==> src/rtl/ps2_key_decoder_if.sv <==
// Key event bus between the PS/2 keyboard decoder (master) and the core input logic (slave).
interface ps2_key_decoder_if;
  logic [10:0] ps2_key;
  logic        key_strobe;
  logic        frame_err;

  modport master (output ps2_key, output key_strobe, output frame_err);
  modport slave  (input  ps2_key, input  key_strobe, input  frame_err);
endinterface

==> src/rtl/ps2_key_decoder.sv <==
// PS/2 device-to-host receiver and scancode decoder producing the 11-bit ps2_key event word.
module ps2_key_decoder #(
  parameter int FILTER_LEN = 8,
  parameter int TIMEOUT    = 24000
) (
  input  logic               clk_sys,
  input  logic               RESET,
  input  logic               ps2_clk,
  input  logic               ps2_data,
  ps2_key_decoder_if.master  key_bus
);

  localparam int CW = $clog2(FILTER_LEN + 1);
  localparam int TW = $clog2(TIMEOUT + 1);

  typedef enum logic [1:0] {S_IDLE, S_DATA, S_PARITY, S_STOP} state_t;

  logic [1:0] raw_lines;
  logic [1:0] filt_lines;
  assign raw_lines = {ps2_data, ps2_clk};

  // Line 0 is ps2_clk, line 1 is ps2_data; both get identical conditioning so they stay aligned.
  generate
    for (genvar gi = 0; gi < 2; gi++) begin : g_line
      logic          sync0_reg;
      logic          sync1_reg;
      logic          filt_reg;
      logic [CW-1:0] cnt_reg;

      always_ff @(posedge clk_sys or posedge RESET) begin
        if (RESET) begin
          sync0_reg <= 1'b1;
          sync1_reg <= 1'b1;
          filt_reg  <= 1'b1;
          cnt_reg   <= '0;
        end else begin
          sync0_reg <= raw_lines[gi];
          sync1_reg <= sync0_reg;
          if (sync1_reg != filt_reg) begin
            if (cnt_reg == CW'(FILTER_LEN - 1)) begin
              filt_reg <= sync1_reg;
              cnt_reg  <= '0;
            end else begin
              cnt_reg <= cnt_reg + 1'b1;
            end
          end else begin
            cnt_reg <= '0;
          end
        end
      end

      assign filt_lines[gi] = filt_reg;
    end
  endgenerate

  logic clk_prev_reg;
  logic fall;
  logic data_bit;
  assign fall     = clk_prev_reg & ~filt_lines[0];
  assign data_bit = filt_lines[1];

  state_t        state_reg, state_next;
  logic [2:0]    bit_cnt_reg;
  logic [7:0]    shift_reg;
  logic          parity_ok_reg;
  logic [TW-1:0] idle_cnt_reg;
  logic [7:0]    rx_byte_reg;
  logic          byte_valid_reg, byte_valid_next;
  logic          frame_err_reg, frame_err_next;
  logic          timeout;

  assign timeout = (state_reg != S_IDLE) && (idle_cnt_reg == TW'(TIMEOUT));

  always_ff @(posedge clk_sys or posedge RESET) begin
    if (RESET) begin
      state_reg <= S_IDLE;
    end else begin
      state_reg <= state_next;
    end
  end

  always_comb begin
    state_next = state_reg;
    if (timeout) begin
      state_next = S_IDLE;
    end else if (fall) begin
      case (state_reg)
        S_IDLE:   if (!data_bit) state_next = S_DATA;
        S_DATA:   if (bit_cnt_reg == 3'd7) state_next = S_PARITY;
        S_PARITY: state_next = S_STOP;
        S_STOP:   state_next = S_IDLE;
        default:  state_next = S_IDLE;
      endcase
    end
  end

  always_comb begin
    frame_err_next  = 1'b0;
    byte_valid_next = 1'b0;
    if (timeout) begin
      frame_err_next = 1'b1;
    end else if (fall) begin
      if (state_reg == S_IDLE && data_bit) begin
        frame_err_next = 1'b1;
      end else if (state_reg == S_STOP) begin
        byte_valid_next = parity_ok_reg & data_bit;
        frame_err_next  = ~(parity_ok_reg & data_bit);
      end
    end
  end

  always_ff @(posedge clk_sys or posedge RESET) begin
    if (RESET) begin
      clk_prev_reg   <= 1'b1;
      bit_cnt_reg    <= '0;
      shift_reg      <= '0;
      parity_ok_reg  <= 1'b0;
      idle_cnt_reg   <= '0;
      rx_byte_reg    <= '0;
      byte_valid_reg <= 1'b0;
      frame_err_reg  <= 1'b0;
    end else begin
      clk_prev_reg <= filt_lines[0];
      // Saturates so a long idle gap can never wrap back into a false abort window.
      if (fall) begin
        idle_cnt_reg <= '0;
      end else if (idle_cnt_reg != TW'(TIMEOUT)) begin
        idle_cnt_reg <= idle_cnt_reg + 1'b1;
      end
      if (fall && !timeout) begin
        case (state_reg)
          S_IDLE:   bit_cnt_reg <= '0;
          S_DATA: begin
            shift_reg   <= {data_bit, shift_reg[7:1]};
            bit_cnt_reg <= bit_cnt_reg + 1'b1;
          end
          S_PARITY: parity_ok_reg <= ^{shift_reg, data_bit};
          default:  ;
        endcase
      end
      if (byte_valid_next) begin
        rx_byte_reg <= shift_reg;
      end
      byte_valid_reg <= byte_valid_next;
      frame_err_reg  <= frame_err_next;
    end
  end

  logic [10:0] ps2_key_reg;
  logic        key_strobe_reg;
  logic        ext_reg;
  logic        rel_reg;
  logic [2:0]  skip_cnt_reg;

  // An error wipes pending prefixes so a lost E0/F0/E1 cannot bleed into the next key.
  always_ff @(posedge clk_sys or posedge RESET) begin
    if (RESET) begin
      ps2_key_reg    <= '0;
      key_strobe_reg <= 1'b0;
      ext_reg        <= 1'b0;
      rel_reg        <= 1'b0;
      skip_cnt_reg   <= '0;
    end else begin
      key_strobe_reg <= 1'b0;
      if (frame_err_reg) begin
        ext_reg      <= 1'b0;
        rel_reg      <= 1'b0;
        skip_cnt_reg <= '0;
      end else if (byte_valid_reg) begin
        if (skip_cnt_reg != 3'd0) begin
          skip_cnt_reg <= skip_cnt_reg - 1'b1;
        end else begin
          case (rx_byte_reg)
            8'hE1: skip_cnt_reg <= 3'd7;
            8'hE0: ext_reg <= 1'b1;
            8'hF0: rel_reg <= 1'b1;
            default: begin
              ps2_key_reg    <= {~ps2_key_reg[10], ~rel_reg, ext_reg, rx_byte_reg};
              key_strobe_reg <= 1'b1;
              ext_reg        <= 1'b0;
              rel_reg        <= 1'b0;
            end
          endcase
        end
      end
    end
  end

  assign key_bus.ps2_key    = ps2_key_reg;
  assign key_bus.key_strobe = key_strobe_reg;
  assign key_bus.frame_err  = frame_err_reg;

endmodule

==> src/flat_wrapper.sv <==
// flat-port wrapper written by rule: the top's interface ports become plain ports
module ps2_key_decoder_flat 
#(
  parameter int FILTER_LEN = 8,
  parameter int TIMEOUT    = 24000
)
  (clk_sys, RESET, ps2_clk, ps2_data, key_bus_ps2_key, key_bus_key_strobe, key_bus_frame_err);
  ps2_key_decoder_if key_bus_i ();
  input  logic clk_sys;
  input  logic RESET;
  input  logic ps2_clk;
  input  logic ps2_data;
  output wire logic [$bits(key_bus_i.ps2_key)-1:0] key_bus_ps2_key;
  output wire logic [$bits(key_bus_i.key_strobe)-1:0] key_bus_key_strobe;
  output wire logic [$bits(key_bus_i.frame_err)-1:0] key_bus_frame_err;
  assign key_bus_ps2_key = key_bus_i.ps2_key;
  assign key_bus_key_strobe = key_bus_i.key_strobe;
  assign key_bus_frame_err = key_bus_i.frame_err;
  ps2_key_decoder #(.FILTER_LEN(FILTER_LEN), .TIMEOUT(TIMEOUT)) u_core (.clk_sys(clk_sys), .RESET(RESET), .ps2_clk(ps2_clk), .ps2_data(ps2_data), .key_bus(key_bus_i));
endmodule
==> config.mk <==
export PLATFORM = sky130hd
export DESIGN_NAME = ps2_key_decoder_flat
export DESIGN_NICKNAME = d
export VERILOG_FILES = /design/src/rtl/ps2_key_decoder_if.sv /design/src/rtl/ps2_key_decoder.sv /design/src/flat_wrapper.sv
export SDC_FILE = /design/constraint.sdc
export NUM_CORES = 1
export LEC_CHECK = 0
export ABC_AREA = 1
export CAP_MARGIN = 20
export CORE_UTILIZATION = 65
export DETAILED_ROUTE_END_ITERATION = 6
export PLACE_DENSITY = 0.95
export RECOVER_POWER = 50
export SKIP_CTS_REPAIR_TIMING = 1
export SYNTH_ARGS = -nofsm -noshare
export SYNTH_HDL_FRONTEND = slang
export SYNTH_SLANG_ARGS = --single-unit
==> constraint.sdc <==
create_clock -name clk_sys -period 5.05 [get_ports clk_sys]
set_input_delay 1.01 -clock clk_sys [delete_from_list [all_inputs] [get_ports clk_sys]]
set_output_delay 1.01 -clock clk_sys [all_outputs]
set_load 0.05 [all_outputs]
# --- Yosys cells after proc, flatten, opt, wreduce, memory -nomap -nowiden ---
# Index checks and enable logic that the tools add are counted.
word_totals:
  regBits: 71
  in_bits: 4
  out_inout_bits: 13
  wordCells: 116
op_classes:
  add_sub_neg: 5
  eq_ne: 18
  n_mux: 36
  n_bitwise: 9
  n_reduce_logical: 26
op_table:
  columns: ["op", "count"]
  rows:
  - ["15-bit 2-to-1 mux", 2]
  - ["8-bit == test, second input constant", 3]
  - ["1-bit 2-to-1 mux", 18]
  - ["4-bit 2-to-1 mux", 4]
  - ["15-bit by 1-bit adder with 15-bit output, second input constant", 1]
  - ["15-bit == test, second input constant", 1]
  - ["15-bit != test, second input constant", 1]
  - ["3-bit 2-to-1 mux", 4]
  - ["2-bit AND reduction", 6]
  - ["2-bit nonzero test", 5]
  - ["3-bit AND reduction", 3]
  - ["9-bit XOR reduction", 1]
  - ["4-bit by 1-bit adder with 4-bit output, second input constant", 2]
  - ["4-bit by 3-bit == test with 1-bit output, second input constant", 2]
  - ["2-bit 2-to-1 mux", 4]
  - ["2-bit case mux with 4 select lines", 1]
  - ["1-bit inverter", 7]
  - ["2-bit by 1-bit != test with 1-bit output, second input constant", 3]
  - ["3-bit case mux with 2 select lines", 1]
  - ["3-bit nonzero test", 2]
  - ["2-bit == test, second input constant", 2]
  - ["1-bit case mux with 2 select lines", 2]
  - ["4-bit AND reduction", 1]
  - ["2-bit OR reduction", 2]
  - ["other kinds (12)", 16]

# --- Longest topological paths before layout ---
depth:
  depth_word: 6
  mapped_depth: 10
  mapped_depth_nobuf: 10

# --- Worst setup path before layout ---
# Ideal clock, no wire load.
synth_path:
  path_kind: "register to output"
  startpoint: "register u_core.frame_err_reg, in the netlist u_core.key_bus.frame_err"
  endpoint: "output key_bus_frame_err"
  arrival_time_ps: 644
  slack_ps: 3396
  path_stages_with_launch: 1
  n_path_buf: 0
  path_cell_list: "dfrtp_1"
synth_rtl:
  columns: ["element", "line_no", "rtl"]
  rows:
  - ["start, declared", "ps2_key_decoder.sv:69", "logic frame_err_reg, frame_err_next;"]
  - ["start signal, assigned", "ps2_key_decoder.sv:145", "frame_err_reg <= frame_err_next;"]
  - ["end, declared", "flat_wrapper.sv:15", "output wire logic [$bits(key_bus_i.frame_err)-1:0] key_bus_frame_err;"]
# No word-level cell between the ends.

==> impl_metrics.toml <==
[clock_tree]
cts_tree = "built"
root_buffer = "clkbuf_8"
cts_sinks = 71
cts_htree_levels = 3
insertion_delay_ns = 0.36
clock_path_buffers = 2
numCtsBuffers = 9
clkTransAtPathRegs_ns = 0.07

[detailed_routing]
drc = 0
dr.pass1.iters = 5
viasPerCell = 5.30
vias = 2649
drtIter0Drc = 205
routedWlPerCell_um = 13.0
drtAntennaViolNets = 0
routed_wl_mm = 6.51

[floorplan]
io_pins = 17
die-area_mm2 = 0.00591
core_area_mm2 = 0.00524
die_x_um = 76.9
die_y_um = 76.9
num_rows = 26
initial_core_util = 0.696

[synthesis]
synth_compound_area_frac = 0.0786
synth_common_cells = "nand2_1, dfrtp_1, inv_1"
syn_inst = 405
synth_top_cell_area_share = 0.440
yosysMostFrequentCell = "nand2_1"
synth_simple_gate_area_frac = 0.270
synthMuxAreaShare = 0.00618
synthAdderAreaFrac = 0.0446
ys_top_cells_by_area = "dfrtp_1, nand2_1, inv_1, dfstp_2, ha_1"
synth_top_family_by_area = "simple AND/OR/NAND/NOR gates"
ys_warn_count = 0
synth_top_area_cell = "dfrtp_1"
yosysSeqAreaShare = 0.490
synth_cell_types = 43
syn-cell-area_mm2 = 0.00364
synth_edf_count = 0
synth_fp_nets = 422
async_flop_share = 1.00
synth_seq_cells = 71
synth_top_flop_cell = "dfrtp_1"
syn-mean-instance-area_um2 = 9.00
synth-xor-area-share = 0.0264

[final_layout]
area_delta_synth_final_pct = 9.89
layout-drive-gt1-share = 0.140
nets = 442
antenna_cells = 0
final_cells = 500
largest_reg_flops = 15

[sta]
tns_ns = 0
hold_violations = 0
worst_slack_ns = 2.34
finalSetupViolations = 0
rsz0062_at_grt = "no"
worst_pin_slew_ns = 1.46
slew-limit-headroom = 0.0252
whs_ns = 0.356
clock.fmax_ghz = 0.369
slew_viol_final = 0
min_period_ns = 2.71
clock_skew_ns = 0.0153
layout_worst_path_cycle_share = 0.536

[run]
cap_violations = 0

[power]
power_leakage_nw = 1.95
cellInternalPower_w = 0.00110
swShare = 0.325
peakVddDrop_uv = 307
power_frac_clock = 0.334
powerDensity_mw_per_mm2 = 409
combPwrFrac = 0.222
p_seq_frac = 0.444
switchingPower_w = 0.000533

[setup_path]
crit_type = "input pin to asynchronous set/reset pin"
arrival_ns = 3.15
crit_path_end_kind = "asynchronous set/reset pin"
worstPathRequired_ns = 5.50
path_cells = "dlygate4sd3_1 -> inv_1 -> buf_4"
crit_start = "RESET"
cp-start-kind = "input pin"
slowest_delay_ns = 1.05
cp_max_fo = 41
critPathSlowestCell = "inv_1"
critical_path.top_delay_family = "buffers and inverters"
rr_startpoint = "u_core.skip_cnt_reg[0]"
critPathBufInv = 3

[placement]
place_inst = 484
io_buffers = 16
dp_hpwl_mm = 4.58
place_ws_ns = 2.54
globalplace.congestion = 0.783

[global_routing]
overflow = 0
grt_max_degree = 42
grt_usage = 0.247
grt_antenna_before_repair = 0
grt_pass1_vias = 2644
grt_pass1_wl_mm = 11.5

[outcome]
outcome = "finished, final reports clean"

[hold_path]
hold_path.class = "flop to flop"
hp-start = "u_core.g_line[1].sync0_reg"
==> through the flow <==
step,instance area (µm²),power [W],utilization
5_1_grt,4000,0.00174,0.764
2_1_floorplan,3640,0.00103,-
4_1_cts,4060,0.00165,0.774
3_5_place_dp,3820,0.00110,0.729
6_report,4000,0.00164,0.764
3_3_place_gp,3820,0.00107,0.729
==> power groups by stage <==
stage / clock network (W) / logic, W / registers (W)
after floorplan: 0 / 0.000304 / 0.000723
after global placement: 0 / 0.000338 / 0.000732
after detailed placement: 0 / 0.000364 / 0.000737
after CTS: 0.000549 / 0.000371 / 0.000728
after global routing: 0.000579 / 0.000419 / 0.000738
final: 0.000546 / 0.000364 / 0.000727
==> worst paths after layout <==
kind                                                     to  slack, ns  cells after the start
worst max-delay path             u_core.g_line[1].sync0_reg       2.34                      3
worst min-delay path             u_core.g_line[1].sync1_reg       0.36                      0
worst max register to register    u_core.key_bus.ps2_key[4]       2.43                      9
worst min register to register   u_core.g_line[1].sync1_reg       0.36                      0
max in group clk_sys              u_core.key_bus.ps2_key[4]       2.43                      9
min in group asynchronous       u_core.g_line[0].cnt_reg[1]       1.53                      2
==> layer usage <==
metal / vias to the layer above / global-route usage / share of wire
met5: - / 0 / 0
met3: 11 / 0.0631 / 0.033
met1: 1252 / 0.297 / 0.43
met4: 0 / 0.0942 / 0.022
met2: 58 / 0.425 / 0.51
li1: 1328 / - / -
==> layout make-up <==
class / instances / area, µm²
Fill cell: 335 / 1230
Timing Repair Buffer: 17 / 168
Inverter: 60 / 226
Multi-Input combinational cell: 266 / 1500
Clock buffer: 10 / 128
Clock inverter: 6 / 110
Tap cell: 70 / 87.6
Sequential cell: 71 / 1790
==> cell families (layout without fill, tap and decap cells) <==
kind of cell	Yosys count	count (layout)
compound gates	46	46
xor+xnor	11	11
fa+ha+maj	13	13
buf+inv	68	93
flops	71	71
mux	2	2
simple gates	194	194
==> cells in the final DEF, fill, tap and decap left out, types with 7 or more instances in the layout <==
master            n
ha_1             13
dfrtp_1          64
nor2_1           31
nand2_1          96
clkbuf_8          9
nand4_1          12
a21oi_1          13
nand3_1          23
nand2_2           7
inv_1            54
xnor2_1           7
clkdlybuf4s50_1  13
o21ai_2           9
o21ai_0          20
Power figures use the tool's default switching activity.
